[config.mk]
export PLATFORM = sky130hd
export DESIGN_NAME = alu_share_ctl
export DESIGN_NICKNAME = d
export VERILOG_FILES = /design/src/rtl/alu_share_ctl_pkg.sv /design/src/rtl/alu_share_ctl_rr_arb_n.sv /design/src/rtl/alu_share_ctl.sv
export SDC_FILE = /design/constraint.sdc
export NUM_CORES = 1
export LEC_CHECK = 0
export ABC_AREA = 1
export CELL_PAD_IN_SITES_DETAIL_PLACEMENT = 1
export CELL_PAD_IN_SITES_GLOBAL_PLACEMENT = 1
export CORE_AREA = 2 2 130 132
export CTS_BUF_LIST = sky130_fd_sc_hd__clkbuf_8 sky130_fd_sc_hd__clkbuf_16
export CTS_CLUSTER_DIAMETER = 150
export DETAILED_ROUTE_END_ITERATION = 12
export DIE_AREA = 0 0 132 134
export GPL_TIMING_DRIVEN = 0
export PLACE_DENSITY = 0.88
export SLEW_MARGIN = 15
export SYNTH_ARGS = -nofsm -noshare
export SYNTH_HDL_FRONTEND = slang
export SYNTH_SLANG_ARGS = --single-unit
[constraint.sdc]
create_clock -name clk -period 1.25 [get_ports clk]
set_input_delay 0.25 -clock clk [delete_from_list [all_inputs] [get_ports clk]]
set_output_delay 0.25 -clock clk [all_outputs]
set_load 0.1 [all_outputs]
[src/rtl/alu_share_ctl_pkg.sv]
// Shared definitions for the ALU sharing controller.
//   - ALU op select encodings and flag bit positions within flags_q
//   - Response FSM state type (EMPTY / FULL)
//   - Round-robin pointer increment helper
package alu_share_ctl_pkg;

  localparam int IDW = 2;

  localparam logic [1:0] ALU_SEL_PASSB = 2'b00;
  localparam logic [1:0] ALU_SEL_OR    = 2'b01;
  localparam logic [1:0] ALU_SEL_SCAN  = 2'b10;
  localparam logic [1:0] ALU_SEL_ADD   = 2'b11;

  localparam int FLAG_CF = 2;
  localparam int FLAG_AF = 1;
  localparam int FLAG_OF = 0;

  typedef enum logic {
    ST_EMPTY = 1'b0,
    ST_FULL  = 1'b1
  } state_e;

  // Next pointer after granting idx, wrapping modulo n.
  function automatic logic [IDW-1:0] ptr_inc(input logic [IDW-1:0] idx, input int n);
    if (int'(idx) + 1 >= n) return '0;
    return idx + IDW'(1);
  endfunction

endpackage

[src/rtl/alu_share_ctl_rr_arb_n.sv]
// NREQ-way round-robin picker.
//   req_i  : request vector
//   ptr_i  : index with highest priority this cycle
//   en_i   : grant enable; when low, no grant is issued
//   gnt_o  : one-hot grant (or zero)
//   idx_o  : binary index of the grant (0 when no grant)
module rr_arb_n
  import alu_share_ctl_pkg::*;
#(
  parameter int NREQ = 2
) (
  input  logic [NREQ-1:0] req_i,
  input  logic [IDW-1:0]  ptr_i,
  input  logic            en_i,
  output logic [NREQ-1:0] gnt_o,
  output logic [IDW-1:0]  idx_o
);

  logic found;

  // Walk the requesters starting at the pointer; the first valid one wins.
  always_comb begin
    int j;
    gnt_o = '0;
    idx_o = '0;
    found = 1'b0;
    for (int k = 0; k < NREQ; k++) begin
      j = int'(ptr_i) + k;
      if (j >= NREQ) j = j - NREQ;
      for (int i = 0; i < NREQ; i++) begin
        if (en_i && !found && (i == j) && req_i[i]) begin
          found    = 1'b1;
          gnt_o[i] = 1'b1;
          idx_o    = IDW'(i);
        end
      end
    end
  end

endmodule

[src/rtl/alu_share_ctl.sv]
// Shares one combinational ALU between NREQ requesters.
// Optional feature macro: ALU_LOCK_EN (adds req_lock and grant locking).
// Ports:
//   clk, rst_n                 clock, asynchronous active-low reset
//   req_valid/req_ready        per-requester handshake; req_ready is the one-hot grant
//   req_a/req_b/req_sel        packed per-requester operands and op select
//   alu_a/alu_b/alu_sel        operands to the shared ALU (requester 0 when idle)
//   alu_out/alu_cf/af/of       ALU result and flags
//   rsp_valid/rsp_ready        registered response handshake
//   rsp_data/rsp_id            registered result and the requester it belongs to
//   flags_q                    {cf,af,of}, updated only by accepted adds
//   req_lock                   (ALU_LOCK_EN only) keep the grant for the next op
//   dbg_state                  response FSM state
// Handshake: a transfer happens on a rising edge where valid and ready are
// both high. req_ready depends combinationally on req_valid; ready never
// feeds back into valid. A requester holding valid without ready keeps its
// fields stable.
module alu_share_ctl
  import alu_share_ctl_pkg::*;
#(
  parameter int NREQ = 2,
  parameter int W    = 32
) (
  input  logic              clk,
  input  logic              rst_n,
  input  logic [NREQ-1:0]   req_valid,
  output logic [NREQ-1:0]   req_ready,
  input  logic [NREQ*W-1:0] req_a,
  input  logic [NREQ*W-1:0] req_b,
  input  logic [NREQ*2-1:0] req_sel,
  output logic [W-1:0]      alu_a,
  output logic [W-1:0]      alu_b,
  output logic [1:0]        alu_sel,
  input  logic [W-1:0]      alu_out,
  input  logic              alu_cf,
  input  logic              alu_af,
  input  logic              alu_of,
  output logic              rsp_valid,
  input  logic              rsp_ready,
  output logic [W-1:0]      rsp_data,
  output logic [IDW-1:0]    rsp_id,
  output logic [2:0]        flags_q,
`ifdef ALU_LOCK_EN
  input  logic [NREQ-1:0]   req_lock,
`endif
  output state_e            dbg_state
);

  state_e         state_q, state_d;
  logic [W-1:0]   data_q, data_d;
  logic [IDW-1:0] id_q, id_d;
  logic [IDW-1:0] ptr_q, ptr_d;
  logic [2:0]     flg_q, flg_d;

  logic            can_accept;
  logic            accept;
  logic            lock_hit;
  logic [NREQ-1:0] arb_req;
  logic [NREQ-1:0] gnt;
  logic [IDW-1:0]  gidx;

  assign can_accept = (state_q == ST_EMPTY) || rsp_ready;
  assign accept     = |gnt;

`ifdef ALU_LOCK_EN
  logic            lock_q, lock_d;
  logic [NREQ-1:0] lock_mask;
  logic            locked_valid;
  logic            gnt_lock;

  // The locked requester is the last one accepted, i.e. id_q.
  always_comb begin
    lock_mask    = '0;
    locked_valid = 1'b0;
    gnt_lock     = 1'b0;
    for (int i = 0; i < NREQ; i++) begin
      if (IDW'(i) == id_q) begin
        lock_mask[i] = 1'b1;
        locked_valid = req_valid[i];
      end
      if (IDW'(i) == gidx) gnt_lock = req_lock[i];
    end
  end

  // Masking the request vector down to the locked requester makes the
  // arbiter pick it no matter where the pointer sits.
  assign lock_hit = lock_q && locked_valid;
  assign arb_req  = lock_hit ? (req_valid & lock_mask) : req_valid;

  always_comb begin
    lock_d = lock_q;
    if (lock_q && !locked_valid) lock_d = 1'b0;
    if (accept) lock_d = gnt_lock;
  end

  always_ff @(posedge clk or negedge rst_n) begin
    if (!rst_n) lock_q <= 1'b0;
    else        lock_q <= lock_d;
  end
`else
  assign lock_hit = 1'b0;
  assign arb_req  = req_valid;
`endif

  rr_arb_n #(.NREQ(NREQ)) u_arb (
    .req_i (arb_req),
    .ptr_i (ptr_q),
    .en_i  (can_accept),
    .gnt_o (gnt),
    .idx_o (gidx)
  );

  assign req_ready = gnt;

  // gidx is 0 when nothing is granted, so the idle ALU sees requester 0.
  always_comb begin
    alu_a   = req_a[W-1:0];
    alu_b   = req_b[W-1:0];
    alu_sel = req_sel[1:0];
    for (int i = 0; i < NREQ; i++) begin
      if (IDW'(i) == gidx) begin
        alu_a   = req_a[i*W +: W];
        alu_b   = req_b[i*W +: W];
        alu_sel = req_sel[i*2 +: 2];
      end
    end
  end

  always_comb begin
    state_d = state_q;
    data_d  = data_q;
    id_d    = id_q;
    ptr_d   = ptr_q;
    flg_d   = flg_q;
    if (accept) begin
      // Drain and refill in the same cycle keeps the register FULL.
      state_d = ST_FULL;
      data_d  = alu_out;
      id_d    = gidx;
      if (!lock_hit) ptr_d = ptr_inc(gidx, NREQ);
      if (alu_sel == ALU_SEL_ADD) begin
        flg_d[FLAG_CF] = alu_cf;
        flg_d[FLAG_AF] = alu_af;
        flg_d[FLAG_OF] = alu_of;
      end
    end else if ((state_q == ST_FULL) && rsp_ready) begin
      state_d = ST_EMPTY;
    end
  end

  always_ff @(posedge clk or negedge rst_n) begin
    if (!rst_n) begin
      state_q <= ST_EMPTY;
      data_q  <= '0;
      id_q    <= '0;
      ptr_q   <= '0;
      flg_q   <= '0;
    end else begin
      state_q <= state_d;
      data_q  <= data_d;
      id_q    <= id_d;
      ptr_q   <= ptr_d;
      flg_q   <= flg_d;
    end
  end

  assign rsp_valid = (state_q == ST_FULL);
  assign rsp_data  = data_q;
  assign rsp_id    = id_q;
  assign flags_q   = flg_q;
  assign dbg_state = state_q;

endmodule

**After elaboration in Yosys (flattened, before gate mapping)**

Cells that the tools add are included.

- Bits in registers: 40
- Bits of input ports: 172
- Word-level logic and storage cells: 59

- $add $sub $neg: 5
- Bitwise logic cells: 1
- $lt $le $gt $ge: 3
- Mux-type cells: 20
- Reduce and logical (&&, ||, !) cells: 21
- Eq/ne operators: 4

Operators by type and width:

| kind | number |
|---|---|
| 32-bit 2-to-1 mux | 4 |
| 2-bit by 32-bit equality test with 1-bit output, first input constant | 2 |
| 32-bit logical NOT | 2 |
| 32-bit by 3-bit >= comparator with 1-bit output, second input constant | 1 |
| 32-bit by 3-bit subtractor with 32-bit output, second input constant | 1 |
| 1-bit 2-to-1 mux | 13 |
| 1-bit logical AND | 12 |
| 2-bit by 1-bit adder with 3-bit output, second input constant | 2 |
| 2-bit 2-to-1 mux | 3 |
| 3-bit by 2-bit >= comparator with 1-bit output, second input constant | 1 |
| 1-bit logical NOT | 3 |
| 2-bit by 2-bit subtractor with 3-bit output, second input constant | 1 |
| 2-bit by 1-bit adder with 2-bit output, second input constant | 1 |
| 1-bit by 2-bit equality test with 1-bit output, first input constant | 1 |
| 2-bit equality test, second input constant | 1 |
| 2-bit >= comparator, second input constant | 1 |
| 2-bit AND reduction | 1 |
| 2-bit nonzero test | 1 |
| 2-bit OR reduction | 1 |
| 1-bit logical OR | 1 |
| 1-bit NOT | 1 |

**Logic depth before layout (Yosys ltp)**

Gate-level depths: netlist of run 1.

- Depth after elaboration: 26
- Mapped depth: 8
- Depth with buffers taken out: 8

**Modules after synthesis**

From an unflattened synthesis of run 1, not the netlist that was laid out.

- Cell total of the unflattened synthesis: 396
- Area total of the unflattened synthesis: 2552.4 um^2

By module, submodules not included:

| module | instances | area an instance (um^2) | sequential area each (um^2) | cells an instance |
|---|---|---|---|---|
| alu_share_ctl | 1 | 2507.4 | 1001.0 | 387 |
| rr_arb_n | 1 | 45.0 | 0.0 | 9 |

**Worst setup path after synthesis of run 1**

Ideal clock, no wire load.

- Path kind: register to output
- From: register state_q (netlist: dbg_state)
- To: output port req_ready[0]
- Path slack: -1634 ps
- Data arrival time: 2634 ps
- Required time: 1000 ps
- Cell stages (with the launch flop): 4
- Path buffers: 0
- Cell sequence: dfrtp_1 -> nand2_2 -> nand2_2 -> a21oi_1

- Longest elaborated chain between the ends: 15

Ends and longest elaborated chain:

| item | line | source |
|---|---|---|
| start: declaration | alu_share_ctl.sv:49 | `state_e state_q, state_d;` |
| start signal: assignment | alu_share_ctl.sv:159 | `state_q <= state_d;` |
| 1-bit NOT * | alu_share_ctl.sv:62 | `assign can_accept = (state_q == ST_EMPTY) \|\| rsp_ready;` |
| 1-bit logical OR * | alu_share_ctl.sv:62 |  |
| 1-bit logical AND (2 in a row) | alu_share_ctl_rr_arb_n.sv:31 | `if (en_i && !found && (i == j) && req_i[i]) begin` |
| 1-bit 2-to-1 mux | alu_share_ctl_rr_arb_n.sv:31 |  |
| 1-bit logical NOT | alu_share_ctl_rr_arb_n.sv:31 |  |
| 1-bit logical AND (3 in a row) | alu_share_ctl_rr_arb_n.sv:31 |  |
| 1-bit 2-to-1 mux | alu_share_ctl_rr_arb_n.sv:31 |  |
| 1-bit logical NOT | alu_share_ctl_rr_arb_n.sv:31 |  |
| 1-bit logical AND (3 in a row) | alu_share_ctl_rr_arb_n.sv:31 |  |
| 1-bit 2-to-1 mux * | alu_share_ctl_rr_arb_n.sv:31 |  |
| end: declaration | alu_share_ctl.sv:27 | `output logic [NREQ-1:0] req_ready,` |

Mark *: on every way between the ends. The rest lies on a longest branch, timed or not.

**Final worst setup path of run 1**

- From: register state_q (netlist: dbg_state)
- To: output port alu_a[29]

- Longest elaborated chain between the ends: 22
- Elaborated cells between the ends (all ways): 24
- Classes of those cells: eq/ne (1); mux (7); bitwise (1); reduce/logical (15)

Ends and longest elaborated chain:

| item | line | source |
|---|---|---|
| 1-bit NOT * | alu_share_ctl.sv:62 |  |
| 1-bit logical OR * | alu_share_ctl.sv:62 |  |
| 1-bit logical AND (2 in a row) | alu_share_ctl_rr_arb_n.sv:31 |  |
| 1-bit 2-to-1 mux | alu_share_ctl_rr_arb_n.sv:31 |  |
| 1-bit logical NOT | alu_share_ctl_rr_arb_n.sv:31 |  |
| 1-bit logical AND (3 in a row) | alu_share_ctl_rr_arb_n.sv:31 |  |
| 1-bit 2-to-1 mux | alu_share_ctl_rr_arb_n.sv:31 |  |
| 1-bit logical NOT | alu_share_ctl_rr_arb_n.sv:31 |  |
| 1-bit logical AND (3 in a row) | alu_share_ctl_rr_arb_n.sv:31 |  |
| 1-bit 2-to-1 mux | alu_share_ctl_rr_arb_n.sv:31 |  |
| 1-bit logical NOT | alu_share_ctl_rr_arb_n.sv:31 |  |
| 1-bit logical AND (3 in a row) | alu_share_ctl_rr_arb_n.sv:31 |  |
| 1-bit 2-to-1 mux * | alu_share_ctl_rr_arb_n.sv:31 |  |
| 1-bit by 2-bit equality test with 1-bit output * | alu_share_ctl.sv:121 | `if (IDW'(i) == gidx) begin` |
| 32-bit 2-to-1 mux * | alu_share_ctl.sv:121 |  |
| end: declaration | alu_share_ctl.sv:31 | `output logic [W-1:0] alu_a,` |

Marks and branches as above.

==> metrics.md, run 1 <==
| Metric | Value |
|---|---|
| Crit. End Element | `output port` |
| Die H | `~130 um` |
| Status | `complete, but fails checks` |
| Int Pwr | `0.00492 W` |
| Vias per cell | `4.15` |
| Worst endpoint required time | `1000 ps` |
| Maximum root-to-sink buffer count | `2` |
| Largest family of logic cells by synthesized area | `simple AND/OR/NAND/NOR gates` |
| Num rows | `47` |
| PwrDens | `1250 mW/mm2` |
| RSZ-0062 raised after global routing | `yes` |
| Commonest non-fill, non-tap cell in the layout | `clkdlybuf4s50_1` |
| Setup CP Type | `register to output port` |
| Hold Fails Final Rpt | `0` |
| Inserted Clock Buffers | `5` |
| Vias in the first global route | `4,096` |
| Number of max-cap violations | `0` |
| Cell area after layout | `between 0.008 and 0.009 mm2` |
| CTS tree | `yes` |
| Final Critical Period | `a little over 2000 ps` |
| DR DRC count | `0` |
| Fin Clk Skew | `4.90 ps` |
| DR pass1 iterations | `4` |
| Post-Layout Cell Count | `923` |
| Num ports | `279` |
| Share of cells above drive strength 1 | `a little over half` |
| Syn-to-layout area delta | `257%` |
| Worst EP arrival | `between 1500 and 2000 ps` |
| Fin crit share | `165%` |
| Part of the power in registers | `14.5%` |
| Max Clk Rate | `just under 500 MHz` |
| Syn Nets | `556` |
| Initial antenna violation count | `1` |
| Antenna viol nets, final | `0` |
| Synthesized area | `0.00242 mm2` |
| Placer Congestion | `0.714` |
| CORE AREA | `0.0163 mm2` |
| Tot GR Track Use | `17.5%` |
| DP Worst Slack | `-1900 ps` |
| Seq/Total Area, Yosys | `39.3%` |
| Commonest cells after routing, fill and taps aside | `clkdlybuf4s50_1 (167), nand2_1 (106), nand2_2 (93), nand2_8 (86), buf_12 (74)` |
| Routed WL | `around 19 mm` |
| Synthesized-area fraction occupied by adder cells | `0%` |
| Post-DP HPWL | `12.4 mm` |
| Starting Density | `14.8%` |
| Sw Pwr | `slightly below 0.006 W` |
| Setup TNS Final | `-62,100 ps` |
| Worst-path fanout max | `6` |
| Area fraction in compound gates after synthesis | `0.414%` |
| Layout filler cell count | `1,683` |
| Vias | `3,835` |
| Ys Warns | `0` |
| Final setup viols | `108` |
| Placed insts | `882` |
| Mapped Cells | `384` |
| Simple logic cell fraction of the synthesized area | `52.0%` |
| Largest net degree at the start of global routing | `25` |
| Clock power share | `between 10% and 20%` |
| Switching Fraction | `54.3%` |
| Port bufs | `between 200 and 300` |
| Post-synthesis cell type count | `17` |
| Clock sink count | `38` |
| Die width | `between 100 and 150 um` |
| Dpl cell area | `0.00685 mm2` |
| Post-synthesis mux area share | `0%` |
| Worst min path class | `input pin to register` |
| Peak supply drop | `0.00112 V` |
| H-tree Lvls | `2` |
| Skew-Pair Late Insertion Delay | `roughly 290 ps` |
| Logic pwr share | `73.4%` |
| Failing checks | `negative setup slack` |
| Worst-path clk slew | `60 ps` |
| Detailed Route Iter0 Violations | `105` |
| Leakage power figure | `3.80 nW` |
| Die footprint | `0.0177 mm2` |
| Yosys reg bits | `38` |
| Final worst slack | `-817 ps` |
| Global-route wire length before repair | `24.0 mm` |
| Max Transition Viols Final | `0` |
| Xor-xnor portion of the synthesized cell area | `0%` |
| Startpoint types | `register` |
| Syn Area/Cell | `6.30 um2` |
| Root buffer cell | `clkbuf_16` |
| Grt total ovfl | `0` |
| Fin nets | `873` |
| WL per Instance | `about 20 um` |
[cell usage after synthesis (all sizes together)]
cell,n,area [um2]
nand4,3,18.8
buf,21,170
dfrtp,38,951
nand3,4,37.5
clkbuf,1,3.75
a21oi,2,10.0
nand2,309,1200
inv,5,21.3
conb,1,3.75
[power groups by stage]
stage / clock network, W / registers, W / logic, W
finish: 0.00130 / 0.00156 / 0.00789
global route: 0.00140 / 0.00158 / 0.00814
CTS: 0.00134 / 0.00156 / 0.00712
detailed placement: 0 / 0.00157 / 0.00657
global placement: 0 / 0.00156 / 0.00648
floorplan: 0 / 0.00296 / 0.00341
[per-stage QoR]
step	utilization, %	power, W	hold slack [ps]
floorplan	-	0.00637	-45.6
global placement	41.9	0.00804	452
detailed placement	42.0	0.00813	198
CTS	46.3	0.0100	414
global route	53.0	0.0111	275
finish	53.0	0.0108	275
[state kept, by name, indices dropped and copies added, names as in the netlist]
signal     flops
dbg_state      1
flags_q        3
ptr_q          1
rsp_data      32
rsp_id         1
[logic make-up after synthesis]
kind of cell    after synthesis
flops                        38
simple gates                316
compound gates                2
other cells                   1
buf+inv                      27
[path summary, 6_finish.rpt]
check | cells after the start | to | from | slack (ps)
max | 8 | alu_a[29] | dbg_state$_DFFE_PN0P_ | -820
min | 4 | dbg_state$_DFFE_PN0P_ | rsp_ready | 270
max reg2reg | 10 | flags_q[2]$_DFFE_PN0P_ | dbg_state$_DFFE_PN0P_ | -360
min reg2reg | 2 | rsp_data[30]$_DFFE_PN0P_ | rsp_data[30]$_DFFE_PN0P_ | 470
max in group asynchronous | 3 | rsp_data[11]$_DFFE_PN0P_ | rst_n | 370
min in group asynchronous | 2 | rsp_data[5]$_DFFE_PN0P_ | rst_n | 420
[worst max-delay path: stages (launching register included)]
cell and delay [ps]:
dfrtp_4 500, nand2_8 90, nand3_4 140, clkinv_8 130, clkbuf_16 160, buf_12 120
nand2_2 110, nand2_8 100, buf_12 170
[final cells by class]
cell class                 instances  area [um2]  share of cell area [%]
timing repair buffer             310        3800                    44.0
multi-input combinational        319        3090                    35.7
sequential                        38         955                    11.1
buffer                            22         332                    3.84
tap                              220         275                    3.19
clock buffer                       6         139                    1.61
inverter                           5        43.8                   0.507
clock inverter                     2        8.76                   0.101
antenna                            1        2.50                  0.0290
[metal layers]
layer  wire length (um)  track usage [%]
met5                  0                0
met4                378             4.77
met3               1450             5.40
met2              10600             34.4
met1               6220             17.7
[repair_timing]
item	4_1_cts	5_1_grt
endpoints found under the setup margin	142	126
endpoints found under the hold margin	14	0
pin swaps	0	14
gates resized for setup	694	271
gates cloned	0	7
hold buffers	1	0
buffers inserted	0	24
Note: power is estimated with default switching activity, not from simulation.
==> inputs of run 2 (changes only) <==
- CORE_AREA: 2 2 130 132 -> 2 2 134 136
- DIE_AREA: 0 0 132 134 -> 0 0 136 138
- PLACE_DENSITY: 0.88 -> unset
- PLACE_DENSITY_LB_ADDON: unset -> 0.1
- SYNTH_HIERARCHICAL: unset -> 1
==> run 2 against run 1 <==
The run still ends with negative setup slack left. Utilization is 4.9 points lower. Global-route usage decreased by 1.3 points. Critical path type unchanged. Non-clock buffer count shrank 5. Combinational power grew 27%. Die area up 6.1%. Area after synthesis grew 5.5%. Hold slack better by 68 ps. Synthesized cell count up 3.1%.
==> metrics.md, run 2 <==
| Metric | Value |
|---|---|
| Post-Layout Cell Count | `938 (+1.6%)` |
| Detailed Route Iter0 Violations | `37 (-65%)` |
| Post-synth top flop | `dfrtp_1` |
| Ys Warns | `6 (+6)` |
| Num ports | `279 (unchanged)` |
| Startpoint types | `register` |
| Starting Density | `14.6% (-0.29 points)` |
| CTS tree | `yes` |
| Crit-path slowest cell | `dfrtp_4` |
| Routed WL | `15.5 mm (-17%)` |
| Worst-path clk slew | `60 ps (about the same)` |
| Share of cells above drive strength 1 | `50.2% (-4.1 points)` |
| Max Clk Rate | `451 MHz (-6.8%)` |
| Synth async-reset ratio | `100% (unchanged)` |
| Inserted Clock Buffers | `5 (unchanged)` |
| Number of synthesized flops with an enable pin | `0 (unchanged)` |
| Most frequent cell after synthesis | `nand2_1` |
| Antenna viol nets, final | `0 (unchanged)` |
| Skew-Pair Late Insertion Delay | `280 ps (about the same)` |
| Setup CP Type | `register to output port` |
| Largest net degree at the start of global routing | `31 (+24%)` |
| Tot GR Track Use | `16.2% (-1.3 points)` |
| Mapped Cells | `396 (+3.1%)` |
| Most instantiated cells after synthesis | `nand2_1 (311), dfrtp_1 (40), buf_6 (13), buf_4 (7), inv_1 (4)` |
| Seq/Total Area, Yosys | `39.2% (-0.10 points)` |
| DR DRC count | `0 (unchanged)` |
| Vias per cell | `4.02 (-3.3%)` |
| Synthesized area | `0.00255 mm2 (+5.5%)` |
| Worst EP arrival | `1970 ps (+150 ps)` |
| Port bufs | `278 (+0.36%)` |
| Die H | `138 um (+3.0%)` |
| Syn Area/Cell | `6.45 um2 (+2.3%)` |
| Max incr delay on CP | `480 ps (-20 ps)` |
| Commonest non-fill, non-tap cell in the layout | `clkdlybuf4s50_1` |
| Area of the multi-input gates | `0.00285 mm2 (-7.8%)` |
| Yosys reg bits | `40 (+5.3%)` |
| WL per Instance | `16.5 um (-18%)` |
| PwrDens | `1580 mW/mm2 (+27%)` |
| Commonest cells after routing, fill and taps aside | `clkdlybuf4s50_1 (168), nand2_1 (129), buf_12 (81), nand2_4 (71), nand2_2 (60)` |
| Worst-path fanout max | `12 (+6)` |
| Synth top area share | `45.7% (+0.11 points)` |
| Hold Fails Final Rpt | `0 (unchanged)` |
| DP Worst Slack | `-2080 ps (-186 ps)` |
| Largest register FFs | `32 (unchanged)` |
| Die width | `136 um (+3.0%)` |
| Reg area | `0.00100 mm2 (+5.2%)` |
| Placed insts | `904 (+2.5%)` |
| Fin nets | `883 (+1.1%)` |
| Diodes inserted | `0 (-1)` |
| Peak supply drop | `0.00140 V (+26%)` |
| Clock sink count | `40 (+5.3%)` |
| Post-DP HPWL | `12.1 mm (-2.5%)` |
| RSZ-0062 raised after global routing | `yes` |
| Num rows | `49 (+4.3%)` |
| Final worst slack | `-968 ps (-152 ps)` |
| Maximum root-to-sink buffer count | `2 (unchanged)` |
| Hold_sp | `rsp_ready` |
| Global-route wire length before repair | `23.9 mm (-0.43%)` |
| Final Critical Period | `2220 ps (+152 ps)` |
| Reg-to-reg startpoint | `dbg_state$_DFFE_PN0P_` |
| Worst path cell trace | `nand2_4, nand2_4, a21oi_4, ha_4, inv_2, buf_12, clkbuf_16, nand2_4, nand2_8, buf_12` |
| Status | `complete, but fails checks` |
| Vias | `3,767 (-1.8%)` |
| Post-synthesis cell type count | `18 (+1)` |
| Max Transition Viols Final | `0 (unchanged)` |
| Grt total ovfl | `0 (unchanged)` |
| Top cells by area, synth | `nand2_1 (46%), dfrtp_1 (39%), buf_6 (5.7%)` |
| Fin crit share | `177% (+12 points)` |
| Failing checks | `negative setup slack` |
| CP dominant cell by count | `nand2_4` |
| Vias in the first global route | `4,087 (-0.22%)` |
| Syn-to-layout area delta | `230%` |
| Die footprint | `0.0188 mm2 (+6.1%)` |
| Syn Nets | `571 (+2.7%)` |
| Leakage power figure | `3.74 nW (-1.5%)` |
| Fin Clk Skew | `3.39 ps (-1.51 ps)` |
| CORE AREA | `0.0175 mm2 (+7.6%)` |
| Number of max-cap violations | `0 (unchanged)` |
| Worst endpoint required time | `1000 ps (about the same)` |
| Crit. End Element | `output port` |
| Critical Path Source | `dbg_state$_DFFE_PN0P_` |
| Worst min path class | `input pin to register` |
| Root buffer cell | `clkbuf_16` |
| Initial antenna violation count | `0 (-1)` |
| Layout filler cell count | `1,889 (+12%)` |
| Synth area leader | `nand2_1` |
| DR pass1 iterations | `4 (unchanged)` |
| Final setup viols | `110 (+1.9%)` |
| H-tree Lvls | `2 (unchanged)` |
| Placer Congestion | `0.754 (+5.6%)` |
run 2: cell types whose count changed after synthesis, moves of 2 or more:
cell | previous run | this run
inv_1 | 2 | 4
clkbuf_8 | 0 | 3
o21ai_0 | 0 | 3
nand2_2 | 14 | 0
dfrtp_1 | 38 | 40
buf_6 | 8 | 13
buf_2 | 7 | 0
nand2_1 | 294 | 311
ha_1 | 0 | 3
run 2: critical path, delay by kind of cell, from the launching register on:
kind	cells	cell delay (ps)
buf+inv	4	560
flops	1	480
simple gates	4	280
fa+ha+maj	1	190
compound gates	1	160
run 2: worst paths after layout:
path | to | depth (start not counted) | slack [ps]
setup / recovery | alu_b[14] | 10 | -970
hold / removal | dbg_state$_DFFE_PN0P_ | 5 | 340
setup reg to reg | flags_q[2]$_DFFE_PN0P_ | 14 | -650
hold reg to reg | flags_q[0]$_DFFE_PN0P_ | 2 | 480
max in group asynchronous | dbg_state$_DFFE_PN0P_ | 3 | 390
min in group asynchronous | rsp_data[11]$_DFFE_PN0P_ | 2 | 380
run 2: report_power, final:
part	total, W	internal (W)	switching [W]
Combinational	0.0100	0.00315	0.00689
Clock	0.00128	0.000780	0.000496
Sequential	0.00199	0.00173	0.000259
run 2: final cells by class:
type,count,area share (%)
buffer,21,4.27
clock buffer,6,1.65
clock inverter,2,0.0891
inverter,6,0.356
multi-input combinational,327,33.8
sequential,40,11.9
tap,229,3.40
timing repair buffer,306,44.5
timing repair inverter,1,0.0742
run 2: routing by layer:
metal,global-route usage (%),share of wire [%],up-vias,wire length [um]
met3,4.77,9.1,8,1410
met5,0,0,-,0
li1,-,-,1801,-
met2,30.5,54,168,8420
met4,2.58,1.2,0,179
met1,17.9,36,1790,5510
run 2: repair_timing:
action                                  in CTS  in global routing
hold buffers                                 1                  0
pin swaps                                    2                  4
resized for setup                          796                148
endpoints found under the setup margin     147                131
setup buffers                                4                 17
hold endpoints to repair                    10                  0
cloned                                       2                  4
run 2: through the flow:
| stage | total power (W) | instance area [um2] | hold slack, ps | setup TNS, ps | util (%) |
|---|---|---|---|---|---|
| 3_5_place_dp | 0.0109 | 6940 | 152 | -182640 | 39.6 |
| 4_1_cts | 0.0131 | 8140 | 377 | -103490 | 46.4 |
| 6_report | 0.0133 | 8430 | 342 | -85420 | 48.1 |
| 5_1_grt | 0.0139 | 8430 | 403 | -94580 | 48.1 |
| 3_3_place_gp | 0.0109 | 6920 | 457 | -229250 | 39.5 |
| 2_1_floorplan | 0.00860 | 3850 | -45.6 | -76440 | - |
run 2: cell families after synthesis:
kind of cell / share of synthesized area [%]
buf+inv: 10.4
simple gates: 47.6
compound gates: 1.13
fa+ha+maj: 1.47
flops: 39.2
other cells: 0.147
==> inputs of run 3 (changes only) <==
- CTS_CLUSTER_DIAMETER: 150 -> 30
==> results of run 3 <==
Same layout as run 2: the final DEF is identical, and so are final timing and power.
